<file path="config.mk">
export PLATFORM = sky130hd
export DESIGN_NAME = cmp_seq
export DESIGN_NICKNAME = d
export VERILOG_FILES = /design/src/rtl/cmp_pkg.sv /design/src/rtl/sub_slice.sv /design/src/rtl/cmp_seq.sv
export SDC_FILE = /design/constraint.sdc
export NUM_CORES = 1
export LEC_CHECK = 0
export CORE_UTILIZATION = 30
export DETAILED_ROUTE_END_ITERATION = 12
export REMOVE_ABC_BUFFERS = 1
export SYNTH_ARGS = -nofsm -noshare
export SYNTH_HDL_FRONTEND = slang
export SYNTH_SLANG_ARGS = --single-unit
</file>
<file path="constraint.sdc">
create_clock -name iClk -period 4.6 [get_ports iClk]
set_input_delay 0.46 -clock iClk [delete_from_list [all_inputs] [get_ports iClk]]
set_output_delay 0.46 -clock iClk [all_outputs]
set_load 0.01 [all_outputs]
</file>
<file path="src/rtl/cmp_pkg.sv">
// Shared definitions for the sequential magnitude comparator: FSM encoding,
// flag-vector bit positions and the helper that derives all six flags.
package cmp_pkg;

   typedef enum logic [1:0] {
      ST_IDLE = 2'd0,
      ST_RUN  = 2'd1,
      ST_DONE = 2'd2
   } state_t;

   localparam int F_EQU = 0;
   localparam int F_NEQ = 1;
   localparam int F_GTH = 2;
   localparam int F_LTH = 3;
   localparam int F_GTE = 4;
   localparam int F_LTE = 5;
   localparam int NFLAG = 6;

   // Everything follows from "equal" and "less than"; exactly one of equ/gth/lth ends up set.
   function automatic logic [NFLAG-1:0] flags_from(input logic equ, input logic lth);
      logic [NFLAG-1:0] f;
      f        = '0;
      f[F_EQU] = equ;
      f[F_NEQ] = ~equ;
      f[F_GTH] = ~lth & ~equ;
      f[F_LTH] = lth;
      f[F_GTE] = ~lth;
      f[F_LTE] = lth | equ;
      return f;
   endfunction

endpackage

</file>
<file path="src/rtl/sub_slice.sv">
// One SLICE-bit subtract step: a + ~b + cin as a ripple of full-adder cells.
// cin_msb is the carry into the top cell, needed for signed overflow detection.
module sub_slice #(
   parameter int SLICE = 4
) (
   input  logic [SLICE-1:0] a,
   input  logic [SLICE-1:0] b,
   input  logic             cin,
   output logic [SLICE-1:0] s,
   output logic             cout,
   output logic             cin_msb
);

   logic [SLICE:0]   c;
   logic [SLICE-1:0] nb;

   always_comb begin
      nb   = ~b;
      c    = '0;
      s    = '0;
      c[0] = cin;
      for (int i = 0; i < SLICE; i++) begin
         s[i]   = a[i] ^ nb[i] ^ c[i];
         c[i+1] = (a[i] & nb[i]) | (a[i] & c[i]) | (nb[i] & c[i]);
      end
   end

   assign cout    = c[SLICE];
   assign cin_msb = c[SLICE-1];

endmodule

</file>
<file path="src/rtl/cmp_seq.sv">
// Multi-cycle magnitude comparator: A-B computed one SLICE-bit slice per clock,
// LSB first, then registered compare flags and difference for signed/unsigned operands.
module cmp_seq
   import cmp_pkg::*;
#(
   parameter int WIDTH = 16,
   parameter int SLICE = 4
) (
   input  logic             iClk,
   input  logic             iRst,
   input  logic             iStart,
   input  logic             iSigned,
   input  logic [WIDTH-1:0] iA,
   input  logic [WIDTH-1:0] iB,
   output logic             oBusy,
   output logic             oDone,
   output logic [WIDTH-1:0] oDiff,
   output logic             oEqu,
   output logic             oNeq,
   output logic             oGth,
   output logic             oLth,
   output logic             oGte,
   output logic             oLte,
   output state_t           oState
);

   localparam int NSL  = WIDTH / SLICE;
   localparam int IDXW = (NSL > 1) ? $clog2(NSL) : 1;

   generate
      if ((WIDTH < 2) || (SLICE < 1) || (WIDTH % SLICE != 0)) begin : g_bad_params
         $error("cmp_seq: WIDTH must be >= 2 and a multiple of SLICE");
      end
   endgenerate

   // Handshake: iStart is a request sampled only in IDLE or DONE; oDone is a
   // one-cycle result-valid pulse and needs no acknowledge; results then hold.
   state_t            state_q, state_d;
   logic [WIDTH-1:0]  a_q, b_q, work_q, work_n, diff_q;
   logic              sgn_q, carry_q, zacc_q;
   logic [IDXW-1:0]   idx_q;
   logic [NFLAG-1:0]  flags_q;

   logic              load, step, fin, last;
   logic [WIDTH-1:0]  a_sh, b_sh;
   logic [SLICE-1:0]  sl_a, sl_b, sl_s;
   logic              sl_cout, sl_cin_msb;
   logic              sl_zero, equ_n, lth_n;

   assign last = (idx_q == IDXW'(NSL - 1));
   assign a_sh = a_q >> (int'(idx_q) * SLICE);
   assign b_sh = b_q >> (int'(idx_q) * SLICE);
   assign sl_a = a_sh[SLICE-1:0];
   assign sl_b = b_sh[SLICE-1:0];

   sub_slice #(.SLICE(SLICE)) u_slice (
      .a       (sl_a),
      .b       (sl_b),
      .cin     (carry_q),
      .s       (sl_s),
      .cout    (sl_cout),
      .cin_msb (sl_cin_msb)
   );

   always_comb begin
      state_d = state_q;
      load    = 1'b0;
      step    = 1'b0;
      fin     = 1'b0;
      case (state_q)
         ST_IDLE: begin
            if (iStart) begin
               load    = 1'b1;
               state_d = ST_RUN;
            end
         end
         ST_RUN: begin
            step = 1'b1;
            if (last) begin
               fin     = 1'b1;
               state_d = ST_DONE;
            end
         end
         ST_DONE: begin
            if (iStart) begin
               load    = 1'b1;
               state_d = ST_RUN;
            end else begin
               state_d = ST_IDLE;
            end
         end
         default: state_d = ST_IDLE;
      endcase
   end

   // Only meaningful on the final slice, where sl_s is the top slice of the difference.
   always_comb begin
      work_n = work_q;
      work_n[int'(idx_q) * SLICE +: SLICE] = sl_s;
      sl_zero = (sl_s == '0);
      equ_n   = zacc_q & sl_zero;
      lth_n   = sgn_q ? (sl_s[SLICE-1] ^ sl_cin_msb ^ sl_cout) : ~sl_cout;
   end

   always_ff @(posedge iClk or posedge iRst) begin
      if (iRst) begin
         state_q <= ST_IDLE;
      end else begin
         state_q <= state_d;
      end
   end

   always_ff @(posedge iClk or posedge iRst) begin
      if (iRst) begin
         a_q     <= '0;
         b_q     <= '0;
         sgn_q   <= 1'b0;
         carry_q <= 1'b0;
         zacc_q  <= 1'b0;
         idx_q   <= '0;
         work_q  <= '0;
         diff_q  <= '0;
         flags_q <= '0;
      end else if (load) begin
         a_q     <= iA;
         b_q     <= iB;
         sgn_q   <= iSigned;
         carry_q <= 1'b1;
         zacc_q  <= 1'b1;
         idx_q   <= '0;
      end else if (step) begin
         carry_q <= sl_cout;
         zacc_q  <= zacc_q & sl_zero;
         work_q  <= work_n;
         if (fin) begin
            idx_q   <= '0;
            diff_q  <= work_n;
            flags_q <= flags_from(equ_n, lth_n);
         end else begin
            idx_q <= idx_q + 1'b1;
         end
      end
   end

   assign oBusy  = (state_q == ST_RUN);
   assign oDone  = (state_q == ST_DONE);
   assign oState = state_q;
   assign oDiff  = diff_q;
   assign oEqu   = flags_q[F_EQU];
   assign oNeq   = flags_q[F_NEQ];
   assign oGth   = flags_q[F_GTH];
   assign oLth   = flags_q[F_LTH];
   assign oGte   = flags_q[F_GTE];
   assign oLte   = flags_q[F_LTE];

endmodule

</file>
==> key figures <==
STA
  – Max Slew Vio Count: 0
  – Fmax: approximately 300 MHz
  – Hold Fails Final Rpt: 0
  – Least-Margin Pin Slew: 1160 ps
  – WHS: about 480 ps
  – Max-slew headroom: 21.8%
  – Endpoints failing setup: 0
  – Min cycle time layout: 3250 ps
  – Period utilization: a little over two thirds
  – Post-route setup TNS: 0 ps
  – Final Skew: 6.30 ps
  – RSZ-0062 raised after global routing: false

Pwr
  – Switching part of the total: 38.0%
  – Combinational power share: 48.4%
  – Seq pwr share: 31.5%
  – P per Cell Area: 821 nW/um^2
  – Tot Pwr: 0.00373 W
  – Switching Power: 0.00142 W
  – Clk network pwr share: 20.1%
  – Power Internal: 0.00231 W
  – Worst vdd ir: 0.409 mV
  – Leak: 1.95 nW

Floorplan
  – Initial Util: a little under a third
  – Die width: 111 um
  – Full die area: 12200 um^2
  – Core area: 11500 um^2
  – Top Ports: 62
  – Rows: 39
  – Die H: about 110 um

Yosys
  – Area leader, netlist: dfrtp_1
  – Synth area leaders: dfrtp_1 54%, mux2_2 10%, nor2_1 3.5%
  – Synthesized area: ~3500 um^2
  – Post-synth ARST share: 100%
  – Syn Area/Cell: 13.0 um^2
  – Top cell type's share of synthesized area: ~54%
  – Yosys warns: 0
  – Synth Flop Type: dfrtp_1
  – Sequential area share after synthesis: 54.4%
  – #FFs+latches synth: just under 80
  – Post-Syn Instances: 272
  – Netlist cell types: 36
  – Post-synth EDFFs: 0

Finish
  – Area delta synth->final: 28.3%
  – ANT cells: 0
  – Post-layout nets: 377
  – Design area: 4540 um^2
  – Share of layout cells above drive strength 1: between 10% and 20%
  – Fin cells: 477

Critical path
  – CP Launch Type: register
  – WP data required: 4870 ps
  – Setup slack, reg-to-reg: 1350 ps
  – Worst Path Arrival: roughly 3500 ps
  – Critical Path Sink Type: register
  – Crit path kind: register to register
  – Worst-path fanout max: 7

Status
  – Status: finished, final reports clean

Routing
  – Post-route ant nets: 0
  – Via count: 2314
  – Initial drt markers: 65
  – Via density: 4.85
  – Routed wire per std cell: 15.7 um
  – Final wirelength: 7500 um
  – # DRC: 0
  – DRT Pass-1 Iters: 4

Clock network
  – CTS buffer count: 9
  – TritonCTS clock tree: done
  – Clk slew on worst S/H paths: 60 ps
  – Htree depth: 3
  – Hold buffers post-CTS: 0
  – # resized after CTS: 0
  – Worst-skew pair later-pin latency: 330 ps
  – Worst-case clock buffer depth: 2
  – Clock Sinks: 77
  – Post-CTS Repair Setup Buffers: 0
  – Root buf cell: clkbuf_16

Job
  – Maxcap violations: 0

Global route
  – Initial antenna violation count: 0
  – GRT Total Usage: 12.9%
  – Total gr overflow: 0
  – Vias in the first global route: 2382
  – First-pass GRT wire length: 12400 um
  – Largest net degree at the start of global routing: 40

Placed design
  – # port buffers: 61
  – DP Area: approximately 4200 um^2
  – DP Wirelength: between 5000 and 6000 um
  – GPL Wtd Cong: 0.759
  – Number of cells after detailed placement: 462

Hold path
  – HP Class: register to register
==> path summary, 6_finish.rpt <==
| path | start | end | cells after the start |
|---|---|---|---|
| max reg2reg | idx_q[0] | work_q[15] | 10 |
| min reg2reg | flags_q[4] | flags_q[4] | 2 |
| max | idx_q[0] | work_q[15] | 10 |
| min in group asynchronous | iRst | a_q[7] | 2 |
| max in group asynchronous | iRst | work_q[12] | 3 |
| min | flags_q[4] | flags_q[4] | 2 |
==> area by class of cell <==
type / instances / area, um^2
Tap cell: 143 / 179
Multi-Input combinational cell: 159 / 1420
Fill cell: 1074 / 6920
Timing Repair Buffer: 64 / 633
Clock buffer: 11 / 243
Clock inverter: 4 / 72.6
Sequential cell: 77 / 1930
Inverter: 19 / 71.3
==> cells by family (layout without fill, tap and decap cells) <==
family          after synthesis  after routing  synth area share [%]
flops                        77             77                  54.4
simple gates                 63             63                  8.80
compound gates               43             43                  9.79
mux                          42             42                  16.3
buf+inv                      36             98                  5.79
fa+ha+maj                    11             11                  4.95
==> synthesized netlist by cell type, types with 6 or more instances <==
cell,instances
buf_2,7
nor2_1,33
buf_6,7
ha_1,6
a221oi_1,13
nand2_1,12
a22o_1,8
inv_1,16
nand2b_1,7
a32o_1,8
mux2_2,32
dfrtp_1,77
==> power groups by stage <==
stage	registers, W	logic [W]	clock network [W]
CTS	0.00118	0.00183	0.000761
floorplan	0.00120	0.00111	0
global placement	0.00118	0.00179	0
finish	0.00118	0.00181	0.000748
global route	0.00122	0.00200	0.000795
detailed placement	0.00119	0.00183	0
==> layout by cell type (no fill, tap or decap), types with 2 or more instances in the layout <==
cell type / n
dfrtp_1: 77
a21oi_1: 4
ha_1: 6
mux2_2: 32
buf_4: 3
mux4_1: 4
a31oi_1: 3
o21ai_0: 4
mux4_2: 4
clkbuf_16: 9
nor2_1: 33
a221oi_1: 13
a32o_1: 8
bufinv_16: 2
fa_1: 5
inv_2: 4
nand2_1: 12
clkdlybuf4s50_1: 61
nand2b_1: 7
a22o_1: 8
inv_1: 15
==> worst max-delay path: stages (launching register included) <==
cell and delay (ps):
dfrtp_1 460, mux4_2 520, inv_1 90, fa_1 160, inv_1 50, fa_1 380
fa_1 370, inv_1 100, fa_1 530, nor2_1 310, a22o_1 210
==> registers in the layout, summed over array words and instances, names as in the netlist <==
name / count
carry_q: 1
oDiff: 16
sgn_q: 1
idx_q: 2
work_q: 16
a_q: 16
oState: 2
flags_q: 6
zacc_q: 1
b_q: 16
==> routing by layer <==
layer	vias up	track usage (%)	part of all wire, %
met3	11	2.95	4.1
met2	54	20.6	47
met1	1160	17.3	47
met5	-	0	0
met4	0	4.53	1.4
li1	1089	-	-
==> stage by stage <==
stage | setup WS [ps] | utilization (%)
after floorplan | 1320 | -
after global placement | 1440 | 36.9
after detailed placement | 1320 | 36.9
after CTS | 1310 | 39.6
after global routing | 1200 | 39.6
final | 1350 | 39.6
(Power assumes the default switching activity.)
==> RTL change 1: new RTL, same settings <==
Change the parameter `WIDTH` from 16 to 8.
--- a/src/rtl/cmp_seq.sv
+++ b/src/rtl/cmp_seq.sv
@@ -4,5 +4,5 @@
    import cmp_pkg::*;
 #(
-   parameter int WIDTH = 16,
+   parameter int WIDTH = 8,
    parameter int SLICE = 4
 ) (
Interface: changed (resized iA, iB and oDiff); port bits go from 62 to 38. No check against the original RTL was run, so the function may have changed too.
==> RTL change 1 against the original RTL <==
Routed wire length decreased by 59%; via count decreased by 53%; cell area decreased by 50%; global-route usage decreased by 1.3 points; worst setup slack got worse by 0.032 ns; total power decreased by 52%; area after synthesis decreased by 51%; sequential cell count decreased by 37; sequential share of layout area increased by 1.4 points; critical path type unchanged; largest power group unchanged; highest routed layer unchanged.
==> RTL change 1: results <==
[worst_setup_path]
cp_max_fo = 11
critPathArrivalTime_ns = 3.46

[cts]
root_buffer = clkbuf_8
cts_buffers = 5
clockBufferDepth = 2
htreeDepth = 2
clkTransAtPathRegs_ns = 0.08
clock_latency_ns = 0.29

[drt]
routedWlPerCell_um = 12.4
wl_met1_mm = 1.53
dr_wl_met2_mm = 1.33
wl_met3_um = 172
num_vias = 1078

[global_route]
grt_pass1_wl_mm = 5.37
grtUsageTotal_pct = 11.6
overflow = 0

[pwr]
ir_drop_mv = 0.241
power.leakage_uw = 0.00102

[placement]
gp_congestion = 0.700

[final_layout]
drive_gt1_share_pct = 10.1
n_antenna_cell = 0
fillCellCount = 549
nets = 202

[yosys]
yosysUniqueCellTypes = 25
synthTopCellsByArea = dfrtp_1 (57%), mux2_1 (10%), fa_1 (5.7%)
yosysSeqAreaShare_pct = 57.4
synth_commonest_cells = dfrtp_1 (40), nand2_1 (26), mux2_1 (16)

[floorplanning]
fp.coreArea_sq_um = 5540

[status]
outcome = completed

[sta]
final.setup_skew_ns = 0.00495
worst_pin_slew_ns = 0.599
## RTL change 1: changes by cell type after synthesis, sizes merged, moves of 11 or more
cell,change
a221oi,-13
dfrtp,-37
inv,-12
mux2,-11
nand2,+14
nor2,-27
## RTL change 1: kinds of logic (layout without fill, tap and decap cells)
| group | count (synthesis) | after routing | synth area share (%) |
|---|---|---|---|
| flops | 40 | 40 | 57.4 |
| simple gates | 40 | 40 | 10.8 |
| mux | 28 | 28 | 18.1 |
| buf+inv | 13 | 54 | 3.73 |
| compound gates | 11 | 11 | 4.16 |
| fa+ha+maj | 5 | 5 | 5.74 |
## RTL change 1: final timing paths
path / from / end / slack [ns] / cells after the start
hold reg to reg: oDiff[1] / oDiff[1] / 0.48 / 2
setup reg to reg: idx_q / flags_q[5] / 1.31 / 10
hold / removal: oDiff[1] / oDiff[1] / 0.48 / 2
max in group asynchronous: iRst / sgn_q / 3.64 / 3
setup / recovery: idx_q / flags_q[5] / 1.31 / 10
min in group asynchronous: iRst / oDiff[2] / 0.59 / 3
## RTL change 1: metrics by stage
| stage | std cells | power, uW | setup WS, ns | cell area [sq um] |
|---|---|---|---|---|
| global placement | 242 | 1510 | 1.40 | 2180 |
| floorplan | 131 | 1190 | 1.57 | 1700 |
| finish | 250 | 1770 | 1.31 | 2290 |
| CTS | 250 | 1810 | 1.27 | 2290 |
| global route | 250 | 1930 | 1.12 | 2290 |
| detailed placement | 242 | 1520 | 1.27 | 2180 |
## RTL change 1: metal layers
| metal | GRT usage, % | up-vias |
|---|---|---|
| met5 | 0 | - |
| met4 | 5.56 | 0 |
| met3 | 4.30 | 6 |
| met2 | 17.3 | 30 |
| met1 | 14.9 | 513 |
| li1 | - | 529 |
## RTL change 1: power groups by stage
| stage | clock network, uW | logic [uW] | registers [uW] |
|---|---|---|---|
| after floorplan | 0 | 528 | 663 |
| after global placement | 0 | 847 | 661 |
| after detailed placement | 0 | 862 | 663 |
| after CTS | 289 | 866 | 655 |
| after global routing | 306 | 946 | 677 |
| final | 280 | 843 | 651 |
## RTL change 1: worst max-delay path, cell delays in order, from the launching register on
cell	delay (ns)
dfrtp_1	0.67
mux2_2	0.41
fa_1	0.40
inv_1	0.08
fa_1	0.18
fa_1	0.17
inv_1	0.07
fa_1	0.53
and4bb_2	0.27
a211oi_1	0.31
nor2_1	0.09
## RTL change 1: cell type report
| cell class | instances | area [sq um] | area share [%] |
|---|---|---|---|
| clock buffer | 6 | 72.6 | 3.17 |
| timing repair buffer | 39 | 385 | 16.8 |
| sequential | 40 | 1000 | 43.8 |
| clock inverter | 2 | 35.0 | 1.53 |
| multi-input combinational | 84 | 677 | 29.6 |
| inverter | 7 | 26.3 | 1.15 |
| tap | 72 | 90.1 | 3.94 |
==> RTL change 2: new RTL, same settings <==
Without the edit above. Reset style: synchronous (`iRst`), changed in 2 clocked blocks.
--- a/src/rtl/cmp_seq.sv
+++ b/src/rtl/cmp_seq.sv
@@ -103,5 +103,5 @@
    end
 
-   always_ff @(posedge iClk or posedge iRst) begin
+   always_ff @(posedge iClk) begin
       if (iRst) begin
          state_q <= ST_IDLE;
@@ -111,5 +111,5 @@
    end
 
-   always_ff @(posedge iClk or posedge iRst) begin
+   always_ff @(posedge iClk) begin
       if (iRst) begin
          a_q     <= '0;
Function: differs if iRst is asserted again (counterexample within 4 cycles, from zero or initial values and one cycle with iRst high); with iRst held inactive, the same outputs for 10 cycles.
==> RTL change 2 against the original RTL <==
Cell area fell by 7.8%; worst setup slack got worse by 0.073 ns; area after synthesis fell by 8.4%; routed wire length rose by 2.6%; first-iteration DRC count rose by 91%; synthesized cell count rose by 36%; sequential cell count did not move; non-clock buffer count rose by 1; critical endpoint is now work_q[15].
Power is not compared: it rests on default switching activity, and its combinational part moved more than twofold at a synthesized area within 25%.
==> RTL change 2: results <==
[status]
outcome = completed

[worst_setup_path]
cp_max_fo = 13
r2r_slack_ns = 1.27
reg2reg_depth = 11
r2r_end = work_q[15]
cpPeakStageDelay_ns = 0.72
worst_path_max_delay_cell = dfxtp_1
critPathArrivalTime_ns = 3.62
cp-endpoint = work_q[15]

[cts]
clkTransAtPathRegs_ns = 0.08
cts_resized = 0
clock_latency_ns = 0.36

[sta]
period_minus_slack_ns = 3.33
worst_pin_slew_ns = 1.14
final.setup_skew_ns = 0.00802

[global_route]
grtUsageTotal_pct = 14.7
grt_pass1_vias = 2693
grt_max_degree = 49
grt_pass1_wl_mm = 13.0

[placement]
gp_congestion = 0.750
dp_hpwl_mm = 5.34

[final_layout]
n_antenna_cell = 0
nets = 465
drive_gt1_share_pct = 8.51

[yosys]
yosysUniqueCellTypes = 28
postSynth.asyncResetShare_pct = 0
synth_commonest_cells = dfxtp_1 (77), nand2_1 (73), nor2_1 (45)
yosysSeqAreaShare_pct = 47.5

[drt]
drt-initial-drc-count = 124
drt_wl_total_mm = 7.70
avgViaCountPerCell = 4.92

[pwr]
power.leakage_uw = 0.00149
## RTL change 2: cell types whose count changed after synthesis, moves of 22 or more
cell,delta
a21oi_1,+35
nand2_1,+61
dfrtp_1,-77
dfxtp_1,+77
nor3_1,+22
mux2_2,-32
## RTL change 2: cell type report
type | count | area, sq um
Fill cell | 1070 | 6230
Sequential cell | 77 | 1540
Multi-Input combinational cell | 248 | 1530
Timing Repair Buffer | 65 | 636
Tap cell | 136 | 170
Clock buffer | 11 | 141
Clock inverter | 5 | 106
Inverter | 17 | 63.8
## RTL change 2: logic make-up after synthesis
kind of cell | after synthesis | share of synthesized area, %
and+or+nand+nor | 154 | 20.8
DFF | 77 | 47.5
AOI/OAI and AO/OA | 75 | 15.3
buffers and inverters | 44 | 5.51
adders and majority gates | 11 | 5.40
muxes | 8 | 5.55
## RTL change 2: worst min path at each step
stage	start	endpoint	slack, ns
after detailed placement	a_q[10]	a_q[10]	0.45
after global placement	a_q[2]	a_q[2]	0.44
after CTS	a_q[10]	a_q[10]	0.46
after floorplan	a_q[5]	a_q[5]	0.43
after global routing	b_q[8]	b_q[8]	0.48
final	a_q[14]	a_q[14]	0.46
## RTL change 2: stage by stage
step,instances,util [%],area [sq um]
4_1_cts,559,40.2,4190
3_3_place_gp,543,37.8,3940
2_1_floorplan,342,-,3130
5_1_grt,559,40.2,4190
6_report,559,40.2,4190
3_5_place_dp,543,37.8,3940
## RTL change 2: power groups by stage
stage | Clock [uW] | Combinational (uW) | Sequential (uW)
global route | 660 | 220 | 710
detailed placement | 0 | 195 | 723
finish | 625 | 196 | 708
CTS | 635 | 196 | 708
global placement | 0 | 192 | 722
floorplan | 0 | 111 | 719
## RTL change 2: worst register-to-register path: stages, from the launching register on
cell     delay (ns)
dfxtp_1        0.72
mux4_2         0.41
inv_1          0.09
fa_1           0.17
inv_1          0.05
fa_1           0.38
fa_1           0.36
inv_1          0.11
fa_1           0.47
nor2_1         0.28
a22oi_1        0.13
nor2_1         0.10
## RTL change 2: per-layer routing
layer  routed length, um  share of wire (%)  track usage [%]  up-vias
li1                    -                  -                -     1368
met1                3510                 46             19.1     1281
met2                3630                 47             23.5       89
met3                 405                5.3             3.07       14
met4                 162                2.1             6.55        0
met5                   0                  0                0        -
